**config.mk**
```make
export PLATFORM = sky130hd
export DESIGN_NAME = mult_seq
export DESIGN_NICKNAME = d
export VERILOG_FILES = /design/src/rtl/arith_pkg.sv /design/src/rtl/acc_aq_shr.sv /design/src/rtl/mult_seq.sv
export SDC_FILE = /design/constraint.sdc
export NUM_CORES = 1
export LEC_CHECK = 0
export ABC_CLOCK_PERIOD_IN_PS = 1500
export CAP_MARGIN = 30
export CORE_AREA = 2 2 53 80
export CTS_CLUSTER_DIAMETER = 40
export DETAILED_ROUTE_END_ITERATION = 10
export DIE_AREA = 0 0 55 82
export PLACE_DENSITY = 0.59
export SLEW_MARGIN = 20
export SYNTH_ARGS = -nofsm -noshare
export SYNTH_HDL_FRONTEND = slang
export SYNTH_SLANG_ARGS = --single-unit
```
**constraint.sdc**
```tcl
create_clock -name clk -period 1.5 [get_ports clk]
set_input_delay 0.15 -clock clk [delete_from_list [all_inputs] [get_ports clk]]
set_output_delay 0.15 -clock clk [all_outputs]
set_load 0.02 [all_outputs]
```
**src/rtl/arith_pkg.sv**
```systemverilog
`default_nettype none
// ============================================================================
//  Module      : arith_pkg
//  Description : Shared types and constants for the arithmetic-unit family.
//  Revision    : 1.0
// ============================================================================
package arith_pkg;

    localparam int MULT_N_DEFAULT = 4;

    typedef enum logic [1:0] {
        IDLE  = 2'd0,
        ADD   = 2'd1,
        SHIFT = 2'd2,
        DONE  = 2'd3
    } mult_state_t;

endpackage
`default_nettype wire

```
**src/rtl/acc_aq_shr.sv**
```systemverilog
`default_nettype none
// ============================================================================
//  Module      : acc_aq_shr
//  Description : (N+1)-bit accumulator A and N-bit Q register pair with load,
//                joint right shift and A write. Priority: load > shift > write.
//  Revision    : 1.0
// ============================================================================
module acc_aq_shr
    import arith_pkg::*;
#(
    parameter int N = MULT_N_DEFAULT
) (
    input  logic         clk,
    input  logic         rst,
    input  logic         load_i,
    input  logic         shift_i,
    input  logic         wr_a_i,
    input  logic [N-1:0] d_i,
    input  logic [N:0]   a_i,
    output logic [N:0]   a_o,
    output logic [N-1:0] q_o
);

    logic [N:0]   a_q;
    logic [N:0]   a_d;
    logic [N-1:0] q_q;
    logic [N-1:0] q_d;

    always_comb begin
        a_d = a_q;
        q_d = q_q;
        if (load_i) begin
            a_d = '0;
            q_d = d_i;
        end else if (shift_i) begin
            // Logical shift of the concatenated {A,Q}; A[0] drops into Q[N-1].
            {a_d, q_d} = {1'b0, a_q, q_q[N-1:1]};
        end else if (wr_a_i) begin
            a_d = a_i;
        end
    end

    always_ff @(posedge clk or posedge rst) begin
        if (rst) begin
            a_q <= '0;
            q_q <= '0;
        end else begin
            a_q <= a_d;
            q_q <= q_d;
        end
    end

    assign a_o = a_q;
    assign q_o = q_q;

endmodule
`default_nettype wire

```
**src/rtl/mult_seq.sv**
```systemverilog
`default_nettype none
// ============================================================================
//  Module      : mult_seq
//  Description : Sequential unsigned shift-and-add multiplier, N iterations of
//                ADD/SHIFT producing a 2N-bit product with a done strobe.
//  Revision    : 1.0
// ============================================================================
module mult_seq
    import arith_pkg::*;
#(
    parameter int N = MULT_N_DEFAULT
) (
    input  logic           clk,
    input  logic           rst,
    input  logic           start,
    input  logic [N-1:0]   multiplicand,
    input  logic [N-1:0]   multiplier,
    output logic [2*N-1:0] product,
    output logic           busy,
    output logic           done
);

    localparam int CNT_W = $clog2(N + 1);

    mult_state_t  state_q;
    mult_state_t  state_d;
    logic [N-1:0] m_q;
    logic [N-1:0] m_d;
    logic [CNT_W-1:0] cnt_q;
    logic [CNT_W-1:0] cnt_d;

    logic         load;
    logic         shift;
    logic         wr_a;
    logic [N:0]   a;
    logic [N-1:0] q;
    logic [N:0]   sum;

    // Sum is N+1 bits wide so the carry lands in A[N].
    assign sum = a + {1'b0, m_q};

    always_comb begin
        state_d = state_q;
        m_d     = m_q;
        cnt_d   = cnt_q;
        load    = 1'b0;
        shift   = 1'b0;
        wr_a    = 1'b0;
        case (state_q)
            IDLE: begin
                if (start) begin
                    load    = 1'b1;
                    m_d     = multiplicand;
                    cnt_d   = CNT_W'(N);
                    state_d = ADD;
                end
            end
            ADD: begin
                wr_a    = q[0];
                state_d = SHIFT;
            end
            SHIFT: begin
                shift   = 1'b1;
                cnt_d   = cnt_q - CNT_W'(1);
                state_d = (cnt_q == CNT_W'(1)) ? DONE : ADD;
            end
            DONE: begin
                state_d = IDLE;
            end
            default: begin
                state_d = IDLE;
            end
        endcase
    end

    always_ff @(posedge clk or posedge rst) begin
        if (rst) begin
            state_q <= IDLE;
            m_q     <= '0;
            cnt_q   <= '0;
        end else begin
            state_q <= state_d;
            m_q     <= m_d;
            cnt_q   <= cnt_d;
        end
    end

    acc_aq_shr #(
        .N (N)
    ) u_acc (
        .clk     (clk),
        .rst     (rst),
        .load_i  (load),
        .shift_i (shift),
        .wr_a_i  (wr_a),
        .d_i     (multiplier),
        .a_i     (sum),
        .a_o     (a),
        .q_o     (q)
    );

    assign product = {a[N-1:0], q};
    assign busy    = (state_q == ADD) || (state_q == SHIFT);
    assign done    = (state_q == DONE);

endmodule
`default_nettype wire

```
==> results of run 1 <==
[cells by family after synthesis]
group / count (synthesis) / share of synthesized area
AOI/OAI and AO/OA: 29 / 0.172
buffers and inverters: 14 / 0.0646
muxes: 8 / 0.0770
adders and majority gates: 12 / 0.143
DFF: 18 / 0.408
and+or+nand+nor: 28 / 0.120
xor gates and xnor gates: 2 / 0.0159
[registers in the layout, summed over array words and instances (netlist names)]
register   cells
state_q        2
u_acc.q_o      4
m_q            4
cnt_q          3
u_acc.a_o      5
[area by class of cell]
cell class	count	area, µm²
clock buffers	4	55.1
fillers	390	2300
well taps	45	56.3
repair buffers	37	338
flip-flops and latches	18	452
inverters	7	30.0
multi-input cells	79	622
[placed cells by master, fill, tap and decap left out, drive strengths merged, types with 4 or more instances in the layout]
master          n
a21oi          12
o21ai           6
inv             6
clkbuf          4
clkdlybuf4s50  14
nand2           5
ha             11
mux2            4
nor2           11
nand3           5
dfrtp          18
mux2i           4
buf            17
[worst paths after layout]
check                                      endpoint          startpoint  cells past startpoint  slack (ns)
max                        u_acc.a_o[2]$_DFFE_PP0P_  m_q[0]$_DFFE_PP0P_                      6       -0.08
min reg2reg                      m_q[3]$_DFFE_PP0P_  m_q[3]$_DFFE_PP0P_                      1        0.50
min                              m_q[1]$_DFFE_PP0P_                 rst                      3        0.21
min in group clk           u_acc.q_o[3]$_DFFE_PP0P_       multiplier[3]                      3        0.48
max in group asynchronous  u_acc.a_o[1]$_DFFE_PP0P_                 rst                      3        1.07
max reg2reg                u_acc.a_o[2]$_DFFE_PP0P_  m_q[0]$_DFFE_PP0P_                      6       -0.08
[cell usage after synthesis]
cell / count / share of area
or3_1: 1 / 0.0057
a211oi_2: 1 / 0.011
inv_1: 7 / 0.024
xnor2_1: 2 / 0.016
a21o_1: 1 / 0.0068
a22oi_1: 1 / 0.0068
mux2_1: 4 / 0.041
nand2_1: 4 / 0.014
nor4_1: 1 / 0.0057
o21ai_0: 5 / 0.023
nor2b_1: 1 / 0.0057
nand3_1: 5 / 0.023
o21ai_1: 1 / 0.0045
mux2i_1: 4 / 0.036
buf_4: 4 / 0.027
nand2b_1: 1 / 0.0057
a311oi_1: 3 / 0.024
fa_1: 1 / 0.018
buf_2: 3 / 0.014
nor2_1: 11 / 0.037
a31oi_1: 1 / 0.0057
a21oi_1: 12 / 0.054
ha_1: 11 / 0.12
and3_1: 1 / 0.0057
nand3b_1: 1 / 0.0068
o41ai_2: 1 / 0.015
o31ai_1: 1 / 0.0068
a21boi_1: 1 / 0.0068
nand2_2: 1 / 0.0057
dfrtp_1: 18 / 0.41
a221oi_1: 1 / 0.0079
and2_1: 1 / 0.0057
[through the flow]
stage,power [W],util,setup WS [ns],instance area (µm²)
after global routing,0.00383,0.403,-0.137,1550
after floorplan,0.00224,-,0.000475,1110
after detailed placement,0.00298,0.370,-0.0896,1430
final,0.00354,0.403,-0.0775,1550
after global placement,0.00289,0.370,-0.0529,1430
after CTS,0.00341,0.388,-0.0860,1500
[per-layer routing]
layer | global-route usage | up-vias
li1 | - | 460
met1 | 0.126 | 445
met2 | 0.244 | 12
met3 | 0.0218 | 4
met4 | 0.0366 | 0
met5 | 0 | -
[repair_timing]
action,in CTS,in global routing
setup endpoints to repair,13,16
gates resized for setup,8,14
hold endpoints to repair,0,0
pin swaps,6,3
setup buffers,1,2
[critical path: cells and delay by family (launching register included)]
| family | cells | cell delay, ns |
|---|---|---|
| fa+ha+maj | 2 | 0.56 |
| flops | 1 | 0.39 |
| compound gates | 2 | 0.33 |
| xor+xnor | 1 | 0.13 |
| simple gates | 1 | 0.09 |
[power breakdown]
group | internal, W | switching (W)
sequential | 0.000729 | 0.000199
combinational | 0.00109 | 0.00113
clock | 0.000233 | 0.000160
==> results.py, run 1 <==
metrics = {
    "clock_tree": {
        "cts_hold_buf": 0,
        "cts_buffers": 3,
        "clk_latency_ns": 0.25,
        "clk_pin_slew_worst_paths_ns": 0.07,
        "cts_tree": "yes",
        "htree_levels": 1,
        "clk_path_buf_depth": 2,
        "cts.sinks": 18,
        "root_buffer": "clkbuf_8",
    },
    "critical_path": {
        "startpoint_type": "register",
        "endpoint_kind": "register",
        "crit_chain": "ha_2, fa_2, xnor2_1, a311oi_1, a21oi_1, nor2_1",
        "crit_fanout": 2,
        "slowest_delay_ns": 0.39,
        "cp_data_required_time_ns": 1.68,
        "path_class": "register to register",
        "crit_path_top_delay_cell": "dfrtp_1",
        "cp.arrival_ns": 1.76,
    },
    "die": {
        "rows": 28,
        "core_um2": 3850,
        "fp.dieH_um": 82,
        "die_x_um": 55,
        "initial_core_util": 0.287,
        "fp.dieArea_um2": 4510,
        "io_pins": 21,
    },
    "timing": {
        "setup_tns_ns": -0.185,
        "max-slew-margin-rel": 0.757,
        "rsz0062_at_grt": "true",
        "fmax_mhz": 634,
        "final_hold_viol_count": 0,
        "slew_viol_final": 0,
        "worst_slack_ns": -0.0775,
        "worst_pin_slew_ns": 0.362,
        "hold_slack_ns": 0.213,
        "period_share": 1.05,
        "post-route-min-period_ns": 1.58,
        "report.final.setup_viol": 4,
        "clock_skew_ns": 0.00172,
    },
    "min_path": {
        "hp-class": "input port to async pin",
    },
    "yosys": {
        "postSynthCellCount": 111,
        "syn_nets": 134,
        "ys_seq_elements": 18,
        "synth_cell_types": 32,
        "avgSynthCellArea_um2": 9.95,
        "synth_area_um2": 1100,
        "synth_warnings": 0,
        "yosysSeqAreaShare": 0.408,
    },
    "detailed_routing": {
        "routed-wl-met3_um": 62,
        "drt_pass1_iterations": 4,
        "drt_iter0_markers": 20,
        "drcViolationCount": 0,
        "met1_length_um": 978,
        "ant_nets": 0,
        "wl_mm": 2.61,
        "num_vias": 921,
        "wl_per_cell_um": 13.7,
        "viasPerCell": 4.85,
        "met2_length_mm": 1.54,
        "top_layer": "met4",
    },
    "status": {
        "status": "finished, violations left",
        "violations": "negative setup slack",
    },
    "finish": {
        "drive_gt1_frac": 0.241,
        "area_growth_pct": 40.5,
        "insertedDiodeCount": 0,
        "final_cells": 190,
        "finalNetCount": 169,
    },
    "place": {
        "dp.cells": 183,
        "dp_hpwl_mm": 1.95,
        "port_buffers": 20,
        "place.gp.congestion": 0.712,
    },
    "job": {
        "max_cap_violations": 0,
    },
    "power_and_ir_drop": {
        "ir_drop_mv": 1.02,
        "p_per_area_nw_per_um2": 2280,
        "p_leak_nw": 0.715,
    },
    "global_routing": {
        "overflow": 0,
        "grt_max_degree": 19,
        "antenna_found_initial": 0,
        "grt_use_total": 0.125,
        "grt_pass1_vias": 939,
        "grt_pass1_wl_mm": 4.08,
    },
}
No activity file was read; power rests on OpenSTA's default activity.
==> inputs of run 2 (changes only) <==
--- a/config.mk
+++ b/config.mk
@@ -9,10 +9,12 @@
 export CAP_MARGIN = 30
 export CORE_AREA = 2 2 53 80
 export CTS_CLUSTER_DIAMETER = 40
+export CTS_CLUSTER_SIZE = 25
 export DETAILED_ROUTE_END_ITERATION = 10
 export DIE_AREA = 0 0 55 82
 export PLACE_DENSITY = 0.59
 export SLEW_MARGIN = 20
 export SYNTH_ARGS = -nofsm -noshare
 export SYNTH_HDL_FRONTEND = slang
+export SYNTH_HIERARCHICAL = 1
 export SYNTH_SLANG_ARGS = --single-unit
==> results.py, run 2 <==
metrics = {
    "finish": {
        "final_area_um2": 1560,
        "area_growth_pct": 41.7,
        "multi_input_area_um2": 639,
        "final_common_cell": "dfrtp_1",
        "final_cell_mix": "dfrtp_1 (16), clkdlybuf4s50_1 (14), inv_1 (12)",
        "finalNetCount": 164,
        "fillers": 405,
        "insertedDiodeCount": 0,
        "drive_gt1_frac": 0.286,
        "register_area_um2": 453,
        "fin_util": 0.404,
        "largest_reg_flops": 5,
    },
    "place": {
        "dp_slack_ns": -0.164,
        "port_buffers": 20,
        "placed_cell_area_um2": 1440,
        "place.gp.congestion": 0.797,
        "dp_hpwl_mm": 1.90,
    },
    "clock_tree": {
        "cts_buffers": 3,
        "clk_path_buf_depth": 2,
        "cts.sinks": 18,
        "clk_pin_slew_worst_paths_ns": 0.07,
        "cts_tree": "yes",
        "clk_latency_ns": 0.25,
        "root_buffer": "clkbuf_8",
        "htree_levels": 1,
        "cts_hold_buf": 0,
    },
    "die": {
        "initial_core_util": 0.285,
        "rows": 28,
        "core_um2": 3850,
        "die_x_um": 55,
        "fp.dieH_um": 82,
        "io_pins": 21,
        "fp.dieArea_um2": 4510,
    },
    "timing": {
        "max-slew-margin-rel": 0.770,
        "period_share": 1.08,
        "fmax_mhz": 615,
        "worst_slack_ns": -0.127,
        "report.final.setup_viol": 3,
        "rsz0062_at_grt": "true",
        "clock_skew_ns": 0.00655,
        "worst_pin_slew_ns": 0.335,
        "post-route-min-period_ns": 1.63,
        "hold_slack_ns": 0.194,
        "final_hold_viol_count": 0,
        "slew_viol_final": 0,
    },
    "status": {
        "status": "finished, violations left",
        "violations": "negative setup slack",
    },
    "yosys": {
        "synth_top_area_share": 0.410,
        "ys_seq_elements": 18,
        "avgSynthCellArea_um2": 10.5,
        "yosysMostFrequentCell": "dfrtp_1",
        "yosysTopAreaCell": "dfrtp_1",
        "syn_nets": 128,
        "synth_area_um2": 1100,
        "synth_edf_count": 0,
        "ys_async_sr_fraction": 1.00,
        "yosys-top-cells-area": "dfrtp_1 (41%), ha_1 (13%), mux2i_1 (9.1%), inv_1 (4.8%), mux2_4 (4.1%)",
        "postSynthCellCount": 105,
        "synth-main-ff-cell": "dfrtp_1",
        "synth_cell_types": 29,
        "synth.top_cells.by_count": "dfrtp_1 (18), inv_1 (14), ha_1 (11)",
        "synth_warnings": 6,
        "yosysSeqAreaShare": 0.410,
    },
    "power_and_ir_drop": {
        "ir_drop_mv": 1.28,
        "p_leak_nw": 0.714,
        "p_per_area_nw_per_um2": 2340,
        "finalPower_w": 0.00364,
    },
    "detailed_routing": {
        "drt_iter0_markers": 14,
        "num_vias": 852,
        "wl_mm": 2.34,
        "viasPerCell": 4.61,
        "ant_nets": 0,
        "drcViolationCount": 0,
        "drt_pass1_iterations": 4,
        "wl_per_cell_um": 12.7,
    },
    "critical_path": {
        "endpoint": "u_acc/a_o[4]$_DFFE_PP0P_",
        "rrSetupSlack_ns": -0.13,
        "rr_startpoint": "m_q[0]$_DFFE_PP0P_",
        "crit_fanout": 2,
        "reg2reg_to": "u_acc/a_o[4]$_DFFE_PP0P_",
        "critPathLaunch": "m_q[0]$_DFFE_PP0P_",
        "endpoint_kind": "register",
        "cp.arrival_ns": 1.79,
        "reg2reg_depth": 8,
        "cp_data_required_time_ns": 1.67,
        "path_class": "register to register",
        "startpoint_type": "register",
    },
    "global_routing": {
        "grt_use_met2": 0.243,
        "grt_use_met3": 0.0164,
        "antenna_found_initial": 0,
        "busiest_layer": "met2",
        "overflow": 0,
        "grt_max_degree": 11,
        "use_met1": 0.126,
        "grt_use_total": 0.122,
        "grt_pass1_wl_mm": 4.04,
        "grt_pass1_vias": 915,
    },
    "job": {
        "max_cap_violations": 0,
    },
    "min_path": {
        "hp-class": "input port to async pin",
    },
}
-- run 2: logic make-up after synthesis --
logic type / after synthesis / share of synthesized area
AOI/OAI and AO/OA: 20 / 0.116
and+or+nand+nor: 22 / 0.104
DFF: 18 / 0.410
adders and majority gates: 12 / 0.144
xor gates and xnor gates: 3 / 0.0239
buffers and inverters: 17 / 0.0696
muxes: 13 / 0.132
-- run 2: how the worst min path moves through the flow --
stage	startpoint	endpoint	slack, ns	depth (start not counted)
after floorplan	rst	u_acc/a_o[2]$_DFFE_PP0P_	-0.02	1
after global placement	rst	state_q[1]$_DFFE_PP0P_	0.47	2
after detailed placement	rst	state_q[0]$_DFFE_PP0P_	0.47	2
after CTS	rst	state_q[0]$_DFFE_PP0P_	0.20	2
after global routing	rst	state_q[0]$_DFFE_PP0P_	0.22	2
final	rst	state_q[0]$_DFFE_PP0P_	0.19	2
-- run 2: layer usage --
layer | wire length [µm] | vias to the layer above
met1 | 856 | 422
met2 | 1420 | 10
met3 | 47 | 2
met4 | 15 | 0
met5 | 0 | -
li1 | - | 418
-- run 2: worst max-delay path, cell delays in order (launching register included) --
cell and delay (ns):
dfrtp_1 0.39, ha_4 0.15, inv_2 0.03, fa_2 0.33, nand2b_4 0.15, a21oi_4 0.13
xor2_1 0.15, mux2i_1 0.08, nor3_1 0.13
-- run 2: report_power, final --
group,total [W],switching (W),internal [W]
clock,0.000384,0.000152,0.000233
combinational,0.00232,0.00114,0.00118
sequential,0.000939,0.000202,0.000736
-- run 2: layout make-up --
cell class	instances	area share
Inverter	14	0.0362
Clock buffer	4	0.0354
Tap cell	45	0.0362
Timing Repair Buffer	33	0.185
Sequential cell	18	0.291
Multi-Input combinational cell	70	0.411
Timing Repair inverter	1	0.00483
-- run 2: timing repair --
item,in CTS,in global routing
setup buffers,0,1
gates cloned,1,1
pin swaps,5,1
endpoints found under the setup margin,15,17
gates resized for setup,12,8
-- run 2: per-stage QoR --
step / TNS (ns) / instances
after floorplan: -0.205 / 105
after global placement: -0.389 / 178
after detailed placement: -0.485 / 178
after CTS: -0.553 / 183
after global routing: -0.921 / 185
final: -0.190 / 185
